**src/rtl/pipe_ctrl_pkg.sv**
```systemverilog
// Shared hold-level encodings and helpers for the pipeline controller.
// Hold levels are ordered so that a larger code always means a deeper stall.
package pipe_ctrl_pkg;

    localparam int Hold_Flag_Bus = 3;

    typedef logic [Hold_Flag_Bus-1:0] hold_t;

    localparam hold_t Hold_None = 3'd0;
    localparam hold_t Hold_Pc   = 3'd1;
    localparam hold_t Hold_If   = 3'd2;
    localparam hold_t Hold_Id   = 3'd3;

    function automatic hold_t hold_max(input hold_t a, input hold_t b);
        return (a > b) ? a : b;
    endfunction

endpackage

```
**src/rtl/pipe_ctrl_wdog.sv**
```systemverilog
// Bus watchdog: counts consecutive bus stall cycles and flags the timeout cycle.
// The count saturates so a stall outlasting the 16-bit range cannot wrap around.
module pipe_ctrl_wdog #(
    parameter int BUS_TIMEOUT = 256
) (
    input  logic clk,
    input  logic rstn,
    input  logic bus_hold,
    output logic timeout
);

    localparam logic [15:0] LIMIT = 16'(BUS_TIMEOUT - 1);

    logic [15:0] count;
    logic [15:0] count_next;

    always_comb begin
        count_next = count;
        if (!bus_hold) begin
            count_next = 16'd0;
        end else if (count != 16'hFFFF) begin
            count_next = count + 16'd1;
        end
    end

    always_ff @(posedge clk or negedge rstn) begin
        if (!rstn) begin
            count <= 16'd0;
        end else begin
            count <= count_next;
        end
    end

    assign timeout = bus_hold && (count == LIMIT);

endmodule

```
**src/rtl/pipe_ctrl.sv**
```systemverilog
// Pipeline controller: arbitrates redirects and stall requests into a hold level,
// drives the PC redirect, flushes the front end and reports bus timeouts.
module pipe_ctrl
    import pipe_ctrl_pkg::*;
#(
    parameter int FLUSH_CYCLES = 2,
    parameter int BUS_TIMEOUT  = 256
) (
    input  logic        clk,
    input  logic        rstn,
    input  logic        jump_req_i,
    input  logic [31:0] jump_addr_i,
    input  logic        int_jump_i,
    input  logic [31:0] int_addr_i,
    input  logic        int_hold_i,
    input  logic        ex_hold_i,
    input  logic        bus_hold_i,
    output logic [2:0]  hold_flag_o,
    output logic        jump_flag_o,
    output logic [31:0] jump_addr_o,
    output logic        bus_err_o,
    output logic [31:0] stall_cnt_o
);

    typedef enum logic [1:0] {
        RUN     = 2'd0,
        FLUSH   = 2'd1,
        BUS_ERR = 2'd2
    } state_t;

    localparam logic [3:0] FLUSH_LOAD = 4'(FLUSH_CYCLES - 1);

    state_t      state;
    state_t      state_next;
    logic [3:0]  flush_cnt;
    logic [3:0]  flush_cnt_next;
    logic        bus_err_next;
    logic [31:0] stall_cnt_next;
    logic        redirect;
    logic        flush_active;
    logic        timeout;
    hold_t       id_level;
    hold_t       pc_level;

    pipe_ctrl_wdog #(
        .BUS_TIMEOUT(BUS_TIMEOUT)
    ) u_wdog (
        .clk      (clk),
        .rstn     (rstn),
        .bus_hold (bus_hold_i),
        .timeout  (timeout)
    );

    assign redirect     = int_jump_i | jump_req_i;
    assign flush_active = (flush_cnt != 4'd0);

    // A redirect always reloads, even mid-flush or while in BUS_ERR.
    always_comb begin
        flush_cnt_next = flush_cnt;
        if (redirect) begin
            flush_cnt_next = FLUSH_LOAD;
        end else if (flush_active) begin
            flush_cnt_next = flush_cnt - 4'd1;
        end
    end

    always_ff @(posedge clk or negedge rstn) begin
        if (!rstn) begin
            state <= RUN;
        end else begin
            state <= state_next;
        end
    end

    always_comb begin
        state_next = state;
        case (state)
            RUN: begin
                if (timeout) begin
                    state_next = BUS_ERR;
                end else if (redirect && (FLUSH_CYCLES > 1)) begin
                    state_next = FLUSH;
                end
            end
            FLUSH: begin
                if (timeout) begin
                    state_next = BUS_ERR;
                end else if (flush_cnt_next == 4'd0) begin
                    state_next = RUN;
                end
            end
            BUS_ERR: begin
                if (!bus_hold_i) begin
                    state_next = (flush_cnt_next != 4'd0) ? FLUSH : RUN;
                end
            end
            default: state_next = RUN;
        endcase
    end

    always_comb begin
        jump_flag_o = redirect;
        jump_addr_o = 32'd0;
        if (int_jump_i) begin
            jump_addr_o = int_addr_i;
        end else if (jump_req_i) begin
            jump_addr_o = jump_addr_i;
        end

        id_level = Hold_None;
        if (redirect || flush_active || (state == FLUSH) || int_hold_i || ex_hold_i) begin
            id_level = Hold_Id;
        end
        // Bus stall is masked once the timeout has been reported.
        pc_level = Hold_None;
        if (bus_hold_i && (state != BUS_ERR)) begin
            pc_level = Hold_Pc;
        end
        hold_flag_o = hold_max(id_level, pc_level);
    end

    assign bus_err_next = timeout && (state != BUS_ERR);

    always_comb begin
        stall_cnt_next = stall_cnt_o;
        if ((hold_flag_o != Hold_None) && (stall_cnt_o != 32'hFFFF_FFFF)) begin
            stall_cnt_next = stall_cnt_o + 32'd1;
        end
    end

    always_ff @(posedge clk or negedge rstn) begin
        if (!rstn) begin
            flush_cnt   <= 4'd0;
            bus_err_o   <= 1'b0;
            stall_cnt_o <= 32'd0;
        end else begin
            flush_cnt   <= flush_cnt_next;
            bus_err_o   <= bus_err_next;
            stall_cnt_o <= stall_cnt_next;
        end
    end

endmodule

```
**config.mk**
```make
export PLATFORM = sky130hd
export DESIGN_NAME = pipe_ctrl
export DESIGN_NICKNAME = d
export VERILOG_FILES = /design/src/rtl/pipe_ctrl_pkg.sv /design/src/rtl/pipe_ctrl_wdog.sv /design/src/rtl/pipe_ctrl.sv
export SDC_FILE = /design/constraint.sdc
export NUM_CORES = 1
export LEC_CHECK = 0
export CORE_ASPECT_RATIO = 0.9
export CORE_MARGIN = 1
export CORE_UTILIZATION = 43
export DETAILED_ROUTE_END_ITERATION = 6
export GPL_ROUTABILITY_DRIVEN = 0
export PLACE_DENSITY = 0.91
export SYNTH_ARGS = -nofsm -noshare
export SYNTH_HDL_FRONTEND = slang
export SYNTH_HIERARCHICAL = 1
export SYNTH_SLANG_ARGS = --single-unit
```
**constraint.sdc**
```tcl
create_clock -name clk -period 2.5 [get_ports clk]
set_input_delay 0.5 -clock clk [delete_from_list [all_inputs] [get_ports clk]]
set_output_delay 0.5 -clock clk [all_outputs]
set_load 0.01 [all_outputs]
```
Word level (Yosys, flattened, before mapping). Index checks and enable logic that the tools add are counted.

Output and inout port bits: 69. Logic and storage cells: 50. Register bits: 55.

$add $sub $neg: 3. Bitwise operators: 1. Order comparisons: 1. Multiplexer cells: 16. Reductions and logical operators: 14. Eq/ne operators: 10.

Operators by type and width (count): 32-bit 2-to-1 mux (2); 32-bit by 1-bit adder with 32-bit output (second input constant) (1); 16-bit 2-to-1 mux (2); 32-bit != test (second input constant) (1); 16-bit by 1-bit adder with 16-bit output (second input constant) (1); 16-bit by 8-bit equality test with 1-bit output (second input constant) (1); 16-bit != test (second input constant) (1); 2-bit 2-to-1 mux (6); 4-bit 2-to-1 mux (2); 4-bit nonzero test (2); 3-bit != test (second input constant) (2); 2-bit one-hot mux with 3 select lines (1); 1-bit logical AND (4); 4-bit logical NOT (1); 1-bit logical OR (4); 2-bit != test (second input constant) (2); 4-bit by 1-bit subtractor with 4-bit output (second input constant) (1); 3-bit > comparator (1); 3-bit 2-to-1 mux (1); 3-bit AND reduction (1); 3-bit nonzero test (1); 2-bit by 1-bit equality test with 1-bit output (second input constant) (1); 2-bit equality test (second input constant) (1); 2-bit logical NOT (1); other kinds (3) (4).

Logic depth before layout (Yosys ltp).
Word-level depth: 10. Depth in mapped cells: 8.

Hierarchy. The synthesis kept the hierarchy.

Modules (own cells, without submodules): pipe_ctrl (cells an instance 225, area an instance 2314.7 µm², instances 1); pipe_ctrl_wdog (cells an instance 99, area an instance 933.4 µm², instances 1).

Worst setup path before layout. OpenSTA, ideal clock, no wires.

Path type: register -> register. From: reg flush_cnt[0]. To: reg stall_cnt_o[26]. Cell stages (with the launch flop): 8. Period minus slack after synthesis: 1967 ps. Slack: 533 ps. Arrival time: 1842 ps. Data required time: 2375 ps. Cell sequence: dfrtp_1 -> inv_1 -> ha_1 -> nor3b_4 -> o2111a_2 -> nor3_2 -> and3_4 -> mux2_4.

Longest elaborated chain between the ends: 10.

RTL lines: start, declared (line pipe_ctrl.sv:35) `logic [3:0] flush_cnt;`; start signal, assigned (line pipe_ctrl.sv:137) `flush_cnt <= flush_cnt_next;`; 4-bit nonzero test * (line pipe_ctrl.sv:55) `assign flush_active = (flush_cnt != 4'd0);`; 1-bit logical OR * (4 in a row) (line pipe_ctrl.sv:111) `if (redirect || flush_active || (state == FLUSH) || int_hold_i || ex_hold_i) begin`; 2-bit 2-to-1 mux * (line pipe_ctrl.sv:111); 3-bit > comparator (line pipe_ctrl_pkg.sv:15) `return (a > b) ? a : b;`; 3-bit 2-to-1 mux * (line pipe_ctrl_pkg.sv:15); 3-bit nonzero test * (line pipe_ctrl.sv:126) `if ((hold_flag_o != Hold_None) && (stall_cnt_o != 32'hFFFF_FFFF)) begin`; 1-bit logical AND * (line pipe_ctrl.sv:126); end signal, assigned (line pipe_ctrl.sv:139) `stall_cnt_o <= stall_cnt_next;`; end, declared (line pipe_ctrl.sv:22) `output logic [31:0] stall_cnt_o`.

Mark *: on every way between the ends. The rest lies on a longest branch, timed or not. A chain may end at the register's enable or synchronous reset.

Final worst setup path.
From: in int_jump_i. To: out jump_addr_o[14].

Longest elaborated chain between the ends: 1.

RTL lines: start, declared (line pipe_ctrl.sv:13) `input logic int_jump_i,`; 32-bit 2-to-1 mux (line pipe_ctrl.sv:104) `if (int_jump_i) begin`; end, declared (line pipe_ctrl.sv:20) `output logic [31:0] jump_addr_o,`.

No other way between the ends.

==> results.sh <==
export IMPL_slew_headroom_pct=54.66
export IMPL_synth_seq_area_share_pct=42.37
export IMPL_cp_top_family="buffers and inverters"
export IMPL_status="complete, no violations"
export IMPL_drive_gt1_share_pct=8.423
export IMPL_skew_ps=12.39
export IMPL_io_buffers=138
export IMPL_grt_pass1_wl_um=15150
export IMPL_setup_violations=0
export IMPL_die_h_um=84.45
export IMPL_worst_ep_arrival_time_ps=1940
export IMPL_powerDensity_nw_per_um2=429.1
export IMPL_syn_area_sq_um=3248
export IMPL_clkTransAtPathRegs_ps=100
export IMPL_gr_total_overflow=0
export IMPL_path_buf_inv=3
export IMPL_syn_nets=398
export IMPL_ant_nets=0
export IMPL_track_usage_pct=24.32
export IMPL_timing_hold_violations_final=0
export IMPL_cts_max_level=2
export IMPL_max_cap_violations=0
export IMPL_synth_area_top_cells="dfrtp_1 (42%), a22o_1 (8.4%), xnor2_1 (7.3%)"
export IMPL_rsz0062_at_grt="no"
export IMPL_layout_min_cycle_time_ps=2439
export IMPL_antenna_found_initial=0
export IMPL_die_x_um=93.62
export IMPL_area_delta_synth_final_pct=49.35
export IMPL_cts_root_buffer="clkbuf_8"
export IMPL_synth_async_sr_flop_share_pct=100.0
export IMPL_power_leakage_nw=1.958
export IMPL_grt_pass1_vias=2957
export IMPL_synth_seq_cells=55
export IMPL_clock_path_buffers=2
export IMPL_drv_slew=0
export IMPL_finalCritPeriodShare_pct=97.56
export IMPL_max_slew_worst_pin_slew_ps=680.0
export IMPL_dieArea_sq_um=7906
export IMPL_clock_latency_ps=310
export IMPL_hold_class="input pin to async pin"
export IMPL_rows=29
export IMPL_vias_per_cell=5.629
export IMPL_synthFlopType="dfrtp_1"
export IMPL_core_sq_um=7184
export IMPL_max_freq_mhz=410.0
export IMPL_antenna_cells=0
export IMPL_power_mw=2.081
export IMPL_cp_max_fo=31
export IMPL_cts_tree="done"
export IMPL_synth_top_area_share_pct=42.37
export IMPL_yosys_warnings=6
export IMPL_yosysMostFrequentCell="dfrtp_1"
export IMPL_cp_start_kind="input pin"
export IMPL_post_cts_buffers=0
export IMPL_pre_cts_slack_ps=-274.2
export IMPL_grt_max_degree=56
export IMPL_cts_buffers=5
export IMPL_crit_slowest_cell="clkdlybuf4s50_1"
export IMPL_synth_cell_types=58
export IMPL_hpwl_um=7089
export IMPL_drt_pass1_iterations=4
export IMPL_ioPinCount=140
export IMPL_fill_cells=547
export IMPL_worstSetupPathType="input pin to output pin"
export IMPL_num_vias=3130
export IMPL_setup_tns_final_ps=0
export IMPL_place_area_sq_um=4750
export IMPL_postCtsHoldBufs=0
export IMPL_synth_area_leader_cell="dfrtp_1"
export IMPL_ir_drop_mv=0.2388
export IMPL_syn_inst=324
export IMPL_synth_commonest_cells="dfrtp_1 (55), a22o_1 (31), xnor2_1 (27)"
export IMPL_final_nets=536
export IMPL_avgSynthCellArea_sq_um=10.03
export IMPL_cts_sink_count=55
export IMPL_cp_end_kind="output pin"
export IMPL_crit_chain="dlygate4sd2_1, nor2b_4, buf_12, a22o_1, clkdlybuf4s50_1"
export IMPL_fin_area_sq_um=4851
export IMPL_cp_slowest_stage_delay_ps=560
export IMPL_drcViolationCount=0
export IMPL_wirelength_um=9285
export IMPL_drtIter0Drc=245
export IMPL_wl_per_cell_um=16.70
export IMPL_start_util_pct=45.21
export IMPL_setup_ws_ps=60.92
export IMPL_hold_worst_slack_ps=293.0
export IMPL_critPathRequiredTime_ps=2000
export IMPL_synth_edf_count=0
==> routing by layer <==
metal  track usage, %  vias up  part of all wire, %
li1                 -     1483                    -
met1            34.55     1558                   45
met2            38.70       77                   50
met3            4.076       12                  3.7
met4            6.014        0                  1.4
met5                0        -                    0
==> sequential cells by signal, summed over array words and instances, names as in the netlist <==
signal,count
stall_cnt_o,32
u_wdog/count,16
flush_cnt,4
state,2
bus_err_o,1
==> cell usage in the layout (no fill, tap or decap), drive strengths merged, types with 5 or more instances in the layout <==
master | netlist | final
clkdlybuf4s50 | 0 | 131
dfrtp | 55 | 55
a22o | 31 | 31
xnor2 | 27 | 27
nand3 | 24 | 24
nand2 | 17 | 17
and3 | 16 | 16
nand4 | 16 | 16
nor2 | 14 | 14
inv | 12 | 13
nor3 | 11 | 11
buf | 8 | 10
and4 | 9 | 9
a21oi | 8 | 8
xor2 | 7 | 7
nand2b | 6 | 6
o21ai | 6 | 6
nor4 | 6 | 6
clkbuf | 8 | 5
dlygate4sd2 | 0 | 5
==> metrics by stage <==
step | util [%] | instances
6_report | 67.52 | 556
2_1_floorplan | - | 324
4_1_cts | 67.50 | 556
3_3_place_gp | 66.11 | 548
5_1_grt | 67.52 | 556
3_5_place_dp | 66.11 | 548
==> logic make-up after synthesis <==
family	count (synthesis)	share of synthesized area, %
AO/OA/AOI/OAI	65	15.99
XOR/XNOR	34	9.168
adder cells (fa/ha/maj)	3	1.156
buffers and inverters	28	4.044
flip-flops	55	42.37
multiplexers	5	1.733
other	1	0.1155
AND/OR/NAND/NOR	133	25.42
==> layout make-up <==
type	instances	area, sq um	share of cell area (%)
multi-input cells	241	1750	36.08
clock buffers	5	68.82	1.419
flip-flops and latches	55	1376	28.37
clock inverters	3	18.77	0.3869
inverters	12	45.04	0.9286
repair buffers	147	1475	30.41
well taps	93	116.4	2.399
==> final timing paths <==
path                                                   from                          end  slack (ps)  depth (start not counted)
max in group asynchronous                              rstn  u_wdog/count[7]$_DFFE_PN0P_        1730                          2
worst max register to register       flush_cnt[1]$_DFF_PN0_  stall_cnt_o[26]$_DFFE_PN0P_         300                          8
worst max-delay path                             int_jump_i              jump_addr_o[14]          60                          5
worst min-delay path                                   rstn  stall_cnt_o[19]$_DFFE_PN0P_         290                          2
min in group clk                stall_cnt_o[22]$_DFFE_PN0P_  stall_cnt_o[22]$_DFFE_PN0P_         510                          1
worst min register to register  stall_cnt_o[22]$_DFFE_PN0P_  stall_cnt_o[22]$_DFFE_PN0P_         510                          1
==> report_power, final <==
part	internal (mW)	switching, mW	total [mW]	leakage, nW
clock	0.198	0.292	0.490	0.0483
combinational	0.352	0.208	0.560	1.19
sequential	0.953	0.0792	1.03	0.724
==> timing repair <==
action / 4_1_cts / 5_1_grt
gates cloned: 0 / 0
resized for setup: 11 / 1
setup endpoints to repair: 35 / 1
No activity file was read; power rests on OpenSTA's default activity.
